**src/rtl/hazard_scoreboard.sv**
```systemverilog
// Tracks in-flight long-latency register writes and stalls ID on unresolved hazards.
// Per-register pending counters plus a drain FSM that quiesces issue on request.
module hazard_scoreboard #(
  parameter int unsigned CW  = 2,
  parameter int unsigned SCW = 16
) (
  input  logic           clk,
  input  logic           rst,
  input  logic           id_valid,
  input  logic [4:0]     id_rs,
  input  logic [4:0]     id_rt,
  input  logic           id_uses_rs,
  input  logic           id_uses_rt,
  input  logic [4:0]     id_rd,
  input  logic           id_we,
  input  logic           wb_valid,
  input  logic [4:0]     wb_rd,
  input  logic           drain_req,
  output logic           stall,
  output logic           issue,
  output logic           drained,
  output logic [31:0]    pending,
  output logic [SCW-1:0] stall_cycles,
  output logic           wb_underflow
);

  localparam int unsigned NREG = 32;
  localparam logic [CW-1:0] CNT_FULL = '1;
  localparam logic [CW-1:0] CNT_ONE  = CW'(1);

  localparam logic [0:0] ST_RUN   = 1'b0;
  localparam logic [0:0] ST_DRAIN = 1'b1;

  logic [CW-1:0]   cnt [NREG];
  logic [0:0]      state;
  logic [0:0]      state_nxt;
  logic [NREG-1:0] busy;
  logic [NREG-1:0] eff_busy;
  logic [NREG-1:0] inc;
  logic [NREG-1:0] dec;
  logic            hazard;

  // Per-register status; a same-cycle writeback retiring the last write clears the hazard.
  always_comb begin
    busy     = '0;
    eff_busy = '0;
    inc      = '0;
    dec      = '0;
    for (int r = 1; r < NREG; r++) begin
      busy[r]     = (cnt[r] != '0);
      dec[r]      = wb_valid && (wb_rd == 5'(r)) && busy[r];
      eff_busy[r] = busy[r] && !(dec[r] && (cnt[r] == CNT_ONE));
      inc[r]      = issue && id_we && (id_rd == 5'(r));
    end
  end

  always_comb begin
    hazard = (id_uses_rs && eff_busy[id_rs]) ||
             (id_uses_rt && eff_busy[id_rt]) ||
             (id_we && (id_rd != 5'd0) && (cnt[id_rd] == CNT_FULL));
    stall   = id_valid && (hazard || (state != ST_RUN));
    issue   = id_valid && !stall;
    drained = (state == ST_DRAIN) && (busy == '0);
    pending = busy;
  end

  always_comb begin
    state_nxt = state;
    case (state)
      ST_RUN:   if (drain_req)  state_nxt = ST_DRAIN;
      ST_DRAIN: if (!drain_req) state_nxt = ST_RUN;
      default:  state_nxt = ST_RUN;
    endcase
  end

  always_ff @(posedge clk) begin
    if (rst) begin
      state <= ST_RUN;
    end else begin
      state <= state_nxt;
    end
  end

  // Simultaneous increment and decrement on one register cancel out.
  always_ff @(posedge clk) begin
    if (rst) begin
      for (int r = 0; r < NREG; r++) cnt[r] <= '0;
    end else begin
      for (int r = 0; r < NREG; r++) begin
        case ({inc[r], dec[r]})
          2'b10:   cnt[r] <= cnt[r] + CNT_ONE;
          2'b01:   cnt[r] <= cnt[r] - CNT_ONE;
          default: cnt[r] <= cnt[r];
        endcase
      end
    end
  end

  always_ff @(posedge clk) begin
    if (rst) begin
      stall_cycles <= '0;
      wb_underflow <= 1'b0;
    end else begin
      if (stall && (stall_cycles != '1)) stall_cycles <= stall_cycles + SCW'(1);
      if (wb_valid && (wb_rd != 5'd0) && !busy[wb_rd]) wb_underflow <= 1'b1;
    end
  end

endmodule
```
**config.mk**
```make
export PLATFORM = sky130hd
export DESIGN_NAME = hazard_scoreboard
export DESIGN_NICKNAME = d
export VERILOG_FILES = /design/src/rtl/hazard_scoreboard.sv
export SDC_FILE = /design/constraint.sdc
export NUM_CORES = 1
export LEC_CHECK = 0
export CAP_MARGIN = 20
export CORE_MARGIN = 3
export CORE_UTILIZATION = 35
export CTS_CLUSTER_DIAMETER = 50
export CTS_CLUSTER_SIZE = 14
export DETAILED_ROUTE_END_ITERATION = 6
export DONT_BUFFER_PORTS = 1
export GPL_ROUTABILITY_DRIVEN = 0
export PLACE_DENSITY = 0.49
export SLEW_MARGIN = 20
export SYNTH_ARGS = -nofsm -noshare
export SYNTH_HDL_FRONTEND = slang
export SYNTH_SLANG_ARGS = --single-unit
```
**constraint.sdc**
```tcl
create_clock -name clk -period 5 [get_ports clk]
set_input_delay 0.75 -clock clk [delete_from_list [all_inputs] [get_ports clk]]
set_output_delay 0.75 -clock clk [all_outputs]
set_load 0.01 [all_outputs]
```
==> key figures <==
Outcome
  • Outcome: completed

Die
  • Die height: 161 µm
  • Core area: 23500 µm²
  • # IOs: 80
  • Rows: 56
  • Starting Density: 35.6%
  • Die X: 161 µm
  • Die ar.: 25900 µm²

Critical path
  • Largest stage delay, worst path: 0.60 ns
  • CP top delay family: simple AND/OR/NAND/NOR gates
  • Worst Path Max Fanout: 11
  • CP bufs+invs: 1
  • Cells on worst reg2reg path: 15
  • Cell Chain, Critical Path: nor4b_4, a31oi_1, mux4_2, nor2b_4, o311ai_2, nand4_1, or3_1, inv_1, nand3_1, nor2_1, ha_1, o21ai_0, mux2_2, nor2_1
  • Crit Path Class: input port to flop
  • WP data required: 5.12 ns
  • Flop-to-flop setup slack: 0.88 ns
  • CP most frequent cell: nor2_1
  • R2r endpoint: cnt[7][1]
  • Worst Setup End Kind: flop
  • Worst path depth: 14
  • Setup crit start kind: input port
  • Crit path max-delay cell type: or3_1
  • Reg-to-reg critical path startpoint: cnt[7][0]
  • Worst endpoint data arrival time: 4.39 ns

Finish
  • Final #Nets: 1133
  • Share of layout cells above drive strength 1: 10.2%
  • Multi-input combinational cell area: 5370 µm²
  • Layout fillers: 2462
  • Area grow syn2layout: 7.52%
  • Register area: 2220 µm²
  • ANT cells: 0

Clock tree
  • CTS max path bufs: 2
  • Number of buffers created by CTS: 9
  • H-tree depth: 3
  • Worst-path clk slew: 0.07 ns
  • Post-CTS setup buffer count: 0
  • CTS resizes: 0
  • CTS tree: yes
  • CTS root buf: clkbuf_16
  • Hold-fix buffers, CTS: 0
  • Clock latency on the worst-skew pair: 0.35 ns
  • Clk sinks: 80

Drt
  • Drc violations: 0
  • Vias/cell: 5.49
  • DR pass1 iterations: 5
  • Post-route ant nets: 0
  • Drt total wl: 26800 µm
  • Initial DRC count: 797
  • Avg WL per Cell: 20.6 µm
  • Vias: 7157

STA
  • Final period util: 85.4%
  • Final Hold Vio Count: 0
  • Slew headroom: 37.2%
  • Setup TNS: 0 ns
  • Max Slew Vio Count: 0
  • Unrepaired setup endpoints after global routing: no
  • Slew @ Worst Pin: 0.939 ns
  • Highest clock rate: 234 MHz
  • Setup Skew: 0.00890 ns
  • Post-layout min period: 4.27 ns
  • PnR worst setup slack: 0.728 ns
  • Setup violators final: 0

Global route
  • Vias in the first global route: 6822
  • Antenna violations before repair: 0
  • Gr ovfl total: 0
  • Largest net degree at the start of global routing: 118
  • Total track usage: 20.5%
  • First-pass GRT wire length: 40900 µm

Pwr
  • Pwr Total: 0.00196 W
  • Leakage power: 3.84 nW
  • PD cells: 217 nW/µm²
  • Peak supply drop: 0.000169 V

Synthesis
  • Syn Inst Count: 1003
  • Number of warnings issued by yosys: 0
  • Simple-gate share of the synthesized area: 23.4%
  • Adder-Cell Fraction of Synth Area: 18.6%
  • Leading area contributor after synthesis: edfxtp_1
  • Mux cell area share after synthesis: 7.55%
  • Synthesized area: 8390 µm²
  • Post-Synth XOR/XNOR Area: 1.57%
  • Compound-Gate Fraction of Synth Area: 12.6%
  • Main combinational cell family by area after synthesis: simple AND/OR/NAND/NOR gates
  • Syn Area/Cell: 8.36 µm²
  • Post-synth top cells: inv_1, ha_1, nor2_1
  • Post-synth top area share: 22.2%
  • Synth area leaders: edfxtp_1, ha_1, inv_1
  • Seq cells post-synth: 80
  • Top-count cell post-synth: inv_1
  • Asr flop ratio synth: 0%
  • Syn_nets: 1156
  • EDFF count, synth: 62
  • Top FF cell, synth: edfxtp_1
  • Library cells used by synthesis: 69
  • Register area share after synthesis: 26.5%

Hold path
  • WHS Endpoint: stall_cycles[8]
  • Worst Hold Class: input port to flop
  • Worst hold path stage count: 1
  • Hold path start: rst

Flow run
  • Maxcap violations: 0

Placement
  • Pre-CTS WS: 0.461 ns
  • DP Wirelength: 21300 µm
  • Port Buffers: 0
through the flow:
| stage | instance area (µm²) | cells | hold slack (ns) | util (%) |
|---|---|---|---|---|
| floorplan | 8390 | 1003 | 0.502 | - |
| global placement | 8690 | 1287 | 0.533 | 36.9 |
| detailed placement | 8690 | 1287 | 0.545 | 36.9 |
| CTS | 9010 | 1303 | 0.446 | 38.3 |
| global route | 9020 | 1304 | 0.436 | 38.3 |
| finish | 9020 | 1304 | 0.467 | 38.3 |
worst register-to-register path: stages (launching register included):
cell	delay, ns
edfxtp_1	0.45
inv_1	0.09
ha_1	0.25
a31oi_1	0.10
mux4_2	0.49
nor2b_4	0.14
o311ai_2	0.20
nand4_1	0.21
or3_1	0.60
inv_1	0.18
nand3_1	0.33
nor2_1	0.25
ha_1	0.27
o21ai_0	0.15
mux2_2	0.17
nor2_1	0.03
worst max path at each step:
stage	to	startpoint
after floorplan	cnt[12][1]	wb_rd[3]
after global placement	cnt[4][1]	wb_rd[4]
after detailed placement	cnt[7][1]	wb_rd[4]
after CTS	stall	wb_rd[4]
after global routing	cnt[6][1]	wb_rd[3]
final	cnt[7][1]	wb_rd[4]
cell usage in the layout (no fill, tap or decap), types with 3 or more instances in the layout:
cell,synthesis,routed
a21oi_1,15,15
a22oi_1,3,3
a311oi_1,7,7
a31oi_1,30,30
a41oi_1,3,3
and3_1,5,5
and4_1,3,3
and4b_1,3,3
buf_4,2,17
clkbuf_16,0,11
dfxtp_1,18,18
edfxtp_1,62,62
ha_1,125,125
inv_1,144,144
inv_2,8,8
inv_6,0,3
mux2_2,22,22
mux2i_1,7,7
mux4_2,14,14
nand2_1,45,45
nand2b_1,8,8
nand3_1,70,70
nand4_1,20,20
nor2_1,124,123
nor2b_1,16,14
nor3_1,44,44
o2111ai_1,8,8
o21ai_0,20,20
o21bai_1,31,31
o22ai_1,3,3
o311ai_0,6,6
o31ai_1,7,7
or3_1,15,15
or3_4,9,9
or4_1,5,5
xnor2_1,14,14
power breakdown:
group,internal (W),switching [W],total (W)
Clock,0.000408,0.000320,0.000727
Sequential,0.000766,0.0000299,0.000796
Combinational,0.000174,0.000259,0.000433
Total,0.00135,0.000609,0.00196
flip-flops by register name (all words and copies together), names as in the netlist:
name and count:
stall_cycles 16, state 1, cnt 62, wb_underflow 1
per-layer routing:
metal | global-route usage [%] | wire length [µm] | vias up
met5 | 0 | 0 | -
met4 | 6.49 | 661 | 0
met3 | 6.40 | 2280 | 33
met2 | 31.9 | 12000 | 245
met1 | 27.2 | 11900 | 3409
li1 | - | - | 3470
area by class of cell:
type	count	share of cell area, %
clock inverter	5	0.513
timing repair buffer	17	1.42
tap	319	4.43
clock buffer	11	3.05
inverter	153	6.37
multi-input combinational	719	59.6
sequential	80	24.6
kinds of logic after synthesis:
| kind of cell | after synthesis |
|---|---|
| buf+inv | 204 |
| mux | 43 |
| compound gates | 151 |
| fa+ha+maj | 125 |
| flops | 80 |
| other cells | 1 |
| xor+xnor | 15 |
| simple gates | 384 |
(Power assumes the default switching activity.)
